--- src/rtl/regfile_write_sched.sv ---
// Round-robin write scheduler for the latch-based register file: two writers share
// one DIN bus, each write sequenced as SETUP / STROBE / HOLD so DIN is stable around W.
module regfile_write_sched #(
    parameter int WIDTH = 16,
    parameter int NREGS = 8,
    parameter int ADDRW = 3
) (
    input  logic             CLK,
    input  logic             RST,
    input  logic             REQ0,
    input  logic [ADDRW-1:0] ADDR0,
    input  logic [WIDTH-1:0] DATA0,
    output logic             ACK0,
    input  logic             REQ1,
    input  logic [ADDRW-1:0] ADDR1,
    input  logic [WIDTH-1:0] DATA1,
    output logic             ACK1,
    output logic [WIDTH-1:0] REG_DIN,
    output logic [NREGS-1:0] REG_W,
    output logic             BUSY,
    output logic             ERR
);

    typedef enum logic [1:0] {IDLE, SETUP, STROBE, HOLD} state_t;

    state_t           state;
    logic             last_gnt;
    logic             cur_port;
    logic [ADDRW-1:0] addr_p0;
    logic             elig0;
    logic             elig1;
    logic             pick;
    logic             grant;

    function automatic logic bad_addr(input logic [ADDRW-1:0] a);
        return int'(a) >= NREGS;
    endfunction

    function automatic logic [NREGS-1:0] decode(input logic [ADDRW-1:0] a);
        logic [NREGS-1:0] w;
        w = '0;
        for (int i = 0; i < NREGS; i++) begin
            if (a == ADDRW'(i)) w[i] = 1'b1;
        end
        return w;
    endfunction

    // The port being ACKed in HOLD sits out the next grant.
    always_comb begin
        elig0 = REQ0 && !(state == HOLD && cur_port == 1'b0);
        elig1 = REQ1 && !(state == HOLD && cur_port == 1'b1);
        grant = (state == IDLE || state == HOLD) && (elig0 || elig1);
        pick  = (elig0 && elig1) ? ~last_gnt : elig1;
    end

    always_ff @(posedge CLK) begin
        if (grant) addr_p0 <= pick ? ADDR1 : ADDR0;
    end

    always_ff @(posedge CLK) begin
        if (RST) begin
            state    <= IDLE;
            last_gnt <= 1'b1;
            cur_port <= 1'b0;
            REG_DIN  <= '0;
            REG_W    <= '0;
            ACK0     <= 1'b0;
            ACK1     <= 1'b0;
            BUSY     <= 1'b0;
            ERR      <= 1'b0;
        end else begin
            ACK0  <= 1'b0;
            ACK1  <= 1'b0;
            ERR   <= 1'b0;
            REG_W <= '0;
            case (state)
                IDLE, HOLD: begin
                    if (grant) begin
                        state    <= SETUP;
                        cur_port <= pick;
                        last_gnt <= pick;
                        REG_DIN  <= pick ? DATA1 : DATA0;
                        BUSY     <= 1'b1;
                    end else begin
                        state <= IDLE;
                        BUSY  <= 1'b0;
                    end
                end
                SETUP: begin
                    state <= STROBE;
                    if (!bad_addr(addr_p0)) REG_W <= decode(addr_p0);
                end
                STROBE: begin
                    state <= HOLD;
                    ACK0  <= ~cur_port;
                    ACK1  <= cur_port;
                    ERR   <= bad_addr(addr_p0);
                end
                default: state <= IDLE;
            endcase
        end
    end

endmodule

--- config.mk ---
export PLATFORM = sky130hd
export DESIGN_NAME = regfile_write_sched
export DESIGN_NICKNAME = d
export VERILOG_FILES = /design/src/rtl/regfile_write_sched.sv
export SDC_FILE = /design/constraint.sdc
export NUM_CORES = 1
export LEC_CHECK = 0
export BUFFER_PORTS_ARGS = -buffer_cell sky130_fd_sc_hd__buf_2
export CAP_MARGIN = 25
export CELL_PAD_IN_SITES_DETAIL_PLACEMENT = 0
export CELL_PAD_IN_SITES_GLOBAL_PLACEMENT = 1
export CORE_MARGIN = 4
export CORE_UTILIZATION = 29
export DETAILED_ROUTE_END_ITERATION = 6
export GPL_ROUTABILITY_DRIVEN = 0
export PLACE_DENSITY = 0.82
export SKIP_CTS_REPAIR_TIMING = 1
export SLEW_MARGIN = 10
export SYNTH_ARGS = -nofsm -noshare
export SYNTH_HDL_FRONTEND = slang
export SYNTH_SLANG_ARGS = --single-unit
--- constraint.sdc ---
create_clock -name CLK -period 1.48 [get_ports CLK]
set_input_delay 0.222 -clock CLK [delete_from_list [all_inputs] [get_ports CLK]]
set_output_delay 0.222 -clock CLK [all_outputs]
set_load 0.01 [all_outputs]
**After elaboration in Yosys (flattened, before gate mapping)**

Cells that the tools add are included.

- Input bits: 42
- Bits in registers: 34
- Output and inout bits: 28

- Bitwise logic cells: 4
- Multiplexer cells: 14
- Equal/unequal tests: 10
- Reduce and logical (&&, ||, !) cells: 16

Operator list:

| operator | count |
|---|---|
| 16-bit 2-to-1 mux | 1 |
| 3-bit == test (second input constant) | 4 |
| 1-bit 2-to-1 mux | 11 |
| 3-bit by 2-bit == test with 1-bit output (second input constant) | 2 |
| 1-bit logical AND | 6 |
| 2-bit one-hot mux with 3 select lines | 1 |
| 2-bit OR reduction | 3 |
| 2-bit == test (second input constant) | 2 |
| 1-bit inverter | 4 |
| 3-bit by 1-bit == test with 1-bit output (second input constant) | 1 |
| 3-bit logical NOT | 1 |
| 3-bit 2-to-1 mux | 1 |
| 2-bit by 1-bit == test with 1-bit output (second input constant) | 1 |
| 1-bit logical NOT | 2 |
| 2-bit logical NOT | 1 |
| 1-bit logical OR | 2 |
| 2-bit AND reduction | 1 |

**Longest topological paths before layout**

- Depth after elaboration: 8
- Gate-level depth with buffers: 7
- Mapped depth without buffers: 6

**Worst setup path before layout**

Ideal clock, no wire load.

- Path type: register -> register
- Start: register state[0]
- End: register addr_p0[0], enable pin
- Setup slack: -0.119 ns
- Period minus slack after synthesis: 1.599 ns
- Setup time: 0.306 ns
- Data arrival time: 1.293 ns
- Stages on the path, launching flop included: 6
- Data required time: 1.174 ns
- Cells stage by stage: dfxtp_1 inv_1 ha_1 o21ai_0 a21oi_4 buf_4

- Word-level cells in the longest chain between the ends: 6
- Elaborated cells on any way between the ends: 11
- Those cells by class: 1 x eq/ne; 10 x reduce/logical

RTL lines:

| what | line | text |
|---|---|---|
| from (decl) | 26 | `state_t state;` |
| from (signal assigned) | 62 | `state <= IDLE;` |
| from (signal assigned) | 79 | `state <= SETUP;` |
| from (signal assigned) | 85 | `state <= IDLE;` |
| 2-bit == test | 50, 51, 52 |  |
| 1-bit logical AND (on tied branches) | 50, 51 |  |
| 1-bit logical NOT (on tied branches) | 50, 51 |  |
| 1-bit logical AND (on tied branches) | 50, 51 |  |
| 1-bit logical OR | 52 | `grant = (state == IDLE \|\| state == HOLD) && (elig0 \|\| elig1);` |
| 1-bit logical AND (*) | 52 |  |
| named net grant | 33 | `logic grant;` |
| to (signal assigned) | 57 | `if (grant) addr_p0 <= pick ? ADDR1 : ADDR0;` |
| to (decl) | 29 | `logic [ADDRW-1:0] addr_p0;` |

Mark *: on every way through the listed nets, which the timed path passes. The rest lies on a longest branch.
A chain may end at the register's enable or synchronous reset.

**Final worst setup path**

- Start: register state[0]
- End: register REG_DIN[11]

- Word-level cells in the longest chain between the ends: 7
- Elaborated cells on any way between the ends: 16
- Those cells by class: 1 x eq/ne; 2 x mux; 13 x reduce/logical

RTL lines:

| what | line | text |
|---|---|---|
| 2-bit == test | - |  |
| 1-bit logical AND (on tied branches) | 50, 51 |  |
| 1-bit logical NOT (on tied branches) | 50, 51 |  |
| 1-bit logical AND (on tied branches) | 50, 51 |  |
| 1-bit logical AND or 1-bit logical OR (tied branches) | 53, 52 |  |
| 1-bit 2-to-1 mux or 1-bit logical AND (tied branches) | 53, 52 |  |
| 16-bit 2-to-1 mux or 2-bit AND reduction (tied branches) | - |  |
| to (signal assigned) | 82 | `REG_DIN <= pick ? DATA1 : DATA0;` |
| to (decl) | 18 | `output logic [WIDTH-1:0] REG_DIN,` |

Parallel ways exist; a longest one is shown, timed or not.

==> flow_summary.yaml <==
cts:
  clk_latency_ps: 280
  h-tree-depth: 2
  cts.path.max_buffers: 2
  cts_tree: "built"
  numCtsBuffers: 5
  clock-sinks: 34
  clk_pin_slew_ps: 60
  root_buffer: "clkbuf_8"
synthesis:
  syn_area_um2: 1430
  synth_cell_types: 26
  synthTopCellsByArea: "dfxtp_1 44%, nand2_1 12%, a311oi_2 11%"
  ys_ff_latch: 34
  ys_seq_area_share_pct: 49.9
  synthesis.nets: 201
  syn_avg_cell_area_um2: 9.14
  synth.area.mux_share_pct: 0.702
  synth_warnings: 0
  synth_top_area_share_pct: 43.5
  synth_top_family_by_area: "simple AND/OR/NAND/NOR gates"
  syn-instance-count: 156
  synth-simple-area-share_pct: 22.7
  synthAdderAreaFrac_pct: 2.63
  yosys.area.top_type: "dfxtp_1"
  synth_compound_area_share_pct: 19.1
  synth-xor-area-share_pct: 0
pwr:
  pwr-share-seq_pct: 34.3
  p_sw_w: 0.00163
  max-vdd-ir-drop_uv: 811
  p_int_w: 0.00280
  power.leakage_nw: 1.01
  swShare_pct: 36.7
  combPwrFrac_pct: 50.3
  pwr-share-clk_pct: 15.3
  power_density_nw_per_um2: 2040
place:
  dpl.hpwl_um: 2470
  dpl.cell_count: 292
  io_buffers: 68
run_status:
  status: "complete, no violations"
final_layout:
  regArea_um2: 713
  drive_above_1_share_pct: 50.8
  area_delta_synth_final_pct: 52.5
  fillerInstances: 482
  utilization_pct: 45.7
  layout_common_cells: "68 x buf_2, 45 x nand2_1, 29 x dfxtp_1"
  mostFrequentLayoutCell: "buf_2"
  num_antenna_cells: 0
  nNetsFinal: 284
  multiInputGateArea_um2: 724
  stdcell_count: 307
setup_path:
  critPathLaunchType: "flip-flop"
  endpoint_kind: "flip-flop"
  worstReg2RegEnd: "REG_DIN[11]"
  rr_worst_depth: 7
  max_stage_delay_ps: 350
  required_ps: 1630
  worst-r2r-setup-slack_ps: 6
  worstReg2RegStart: "state[0]"
  slowest_stage: "dfxtp_2"
  cp.arrival_ps: 1630
  crit_fanout: 8
  path_class: "flip-flop to flip-flop"
  path_cells: "inv_2 -> ha_4 -> o21ai_4 -> a21oi_4 -> buf_6 -> clkbuf_16 -> a311oi_2"
drt:
  viasPerCell: 4.37
  drt_first_pass_iters: 4
  route.detailed.drc: 0
  wl_um: 3630
  drtIter0Drc: 47
  antenna_left: 0
  vias: 1342
  wire_per_inst_um: 11.8
global_routing:
  grt_pass1_wl_um: 5340
  antenna_found_initial: 0
  grt_max_degree: 33
  grt_usage_pct: 11.0
  grt_pass1_vias: 1176
  gr-total-overflow: 0
hold_path:
  holdPathEnd: "REG_DIN[10]"
  worstHoldPathCells: 3
  hp-start: "DATA0[10]"
  min_path_type: "input port to flip-flop"
sta:
  fin_crit_sh_pct: 99.6
  hold_viol_final: 0
  whs_ps: 206
  max_freq_ghz: 0.678
  tns_ps: 0
  min_period_ps: 1470
  setup_viol: 0
  rsz0062_at_grt: "true"
  finalClockSkew_ps: 5.03
  maxSlewViolCount: 0
die:
  core-area_um2: 4750
  pin_count: 70
  initial_utilization_pct: 30.0
  dieHeight_um: 78.1
  die_w_um: 78.1
  row_count: 25
  dieArea_um2: 6100
flow_run:
  cap_violations: 0
[state kept, by name (all words and copies together), names as in the netlist, 2 cells and up]
signal / count
REG_DIN: 16
addr_p0: 3
REG_W: 8
state: 2
[layer usage]
layer	track usage [%]	routed length [um]	part of all wire, %	vias up
met5	0	0	0	-
met4	5.77	72	2.0	0
met3	2.64	157	4.3	5
li1	-	-	-	690
met1	13.2	1660	46	610
met2	18.1	1740	48	37
[logic make-up after synthesis]
family / Yosys count
other: 1
buffers and inverters: 13
multiplexers: 1
AND/OR/NAND/NOR: 79
flip-flops: 34
AO/OA/AOI/OAI: 25
adder cells (fa/ha/maj): 3
[power groups by stage]
| stage | registers, W | logic, W | clock network, W |
|---|---|---|---|
| floorplan | 0.00162 | 0.00103 | 0 |
| global placement | 0.00152 | 0.00167 | 0 |
| detailed placement | 0.00152 | 0.00171 | 0 |
| CTS | 0.00150 | 0.00171 | 0.000702 |
| global route | 0.00157 | 0.00243 | 0.000731 |
| finish | 0.00152 | 0.00223 | 0.000678 |
[through the flow]
stage | instance area, um2 | setup slack, ps | total power [W]
after floorplan | 1460 | 30.7 | 0.00265
after global placement | 1910 | 33.6 | 0.00319
after detailed placement | 1910 | -19.3 | 0.00323
after CTS | 2000 | -35.6 | 0.00392
after global routing | 2170 | -97.7 | 0.00474
final | 2170 | 6.06 | 0.00443
[critical path, delay by kind of cell (launching register included)]
family	cells	cell delay, ps
adders and majority gates	1	270
buffers and inverters	3	360
AOI/OAI and AO/OA	3	370
DFF	1	350
[Yosys cell counts, drive strengths merged]
master / count
conb: 1
o211a: 1
nand2b: 3
nor2: 25
inv: 4
edfxtp: 3
a311oi: 16
nor3b: 1
ha: 3
o21ai: 2
nor3: 2
and3b: 1
mux2i: 1
o211ai: 1
or3b: 1
nand2: 45
nand3b: 1
buf: 7
a21oi: 5
clkbuf: 2
dfxtp: 31
[area by class of cell]
type                    instances  share of cell area (%)
clock inverters                 1                   0.230
well taps                      67                    3.86
inverters                       4                   0.691
clock buffers                   7                    3.97
multi-input cells             109                    33.3
flip-flops and latches         34                    32.8
repair buffers                 85                    25.1
[worst max-delay path by stage]
stage,slack (ps),to,startpoint
after detailed placement,-20,REG_DIN[14],state[0]
final,6,REG_DIN[11],state[0]
after floorplan,30,REG_DIN[0],state[0]
after CTS,-40,REG_DIN[14],state[0]
after global placement,30,REG_DIN[7],state[1]
after global routing,-100,REG_DIN[10],state[0]
No activity file was read; power rests on OpenSTA's default activity.
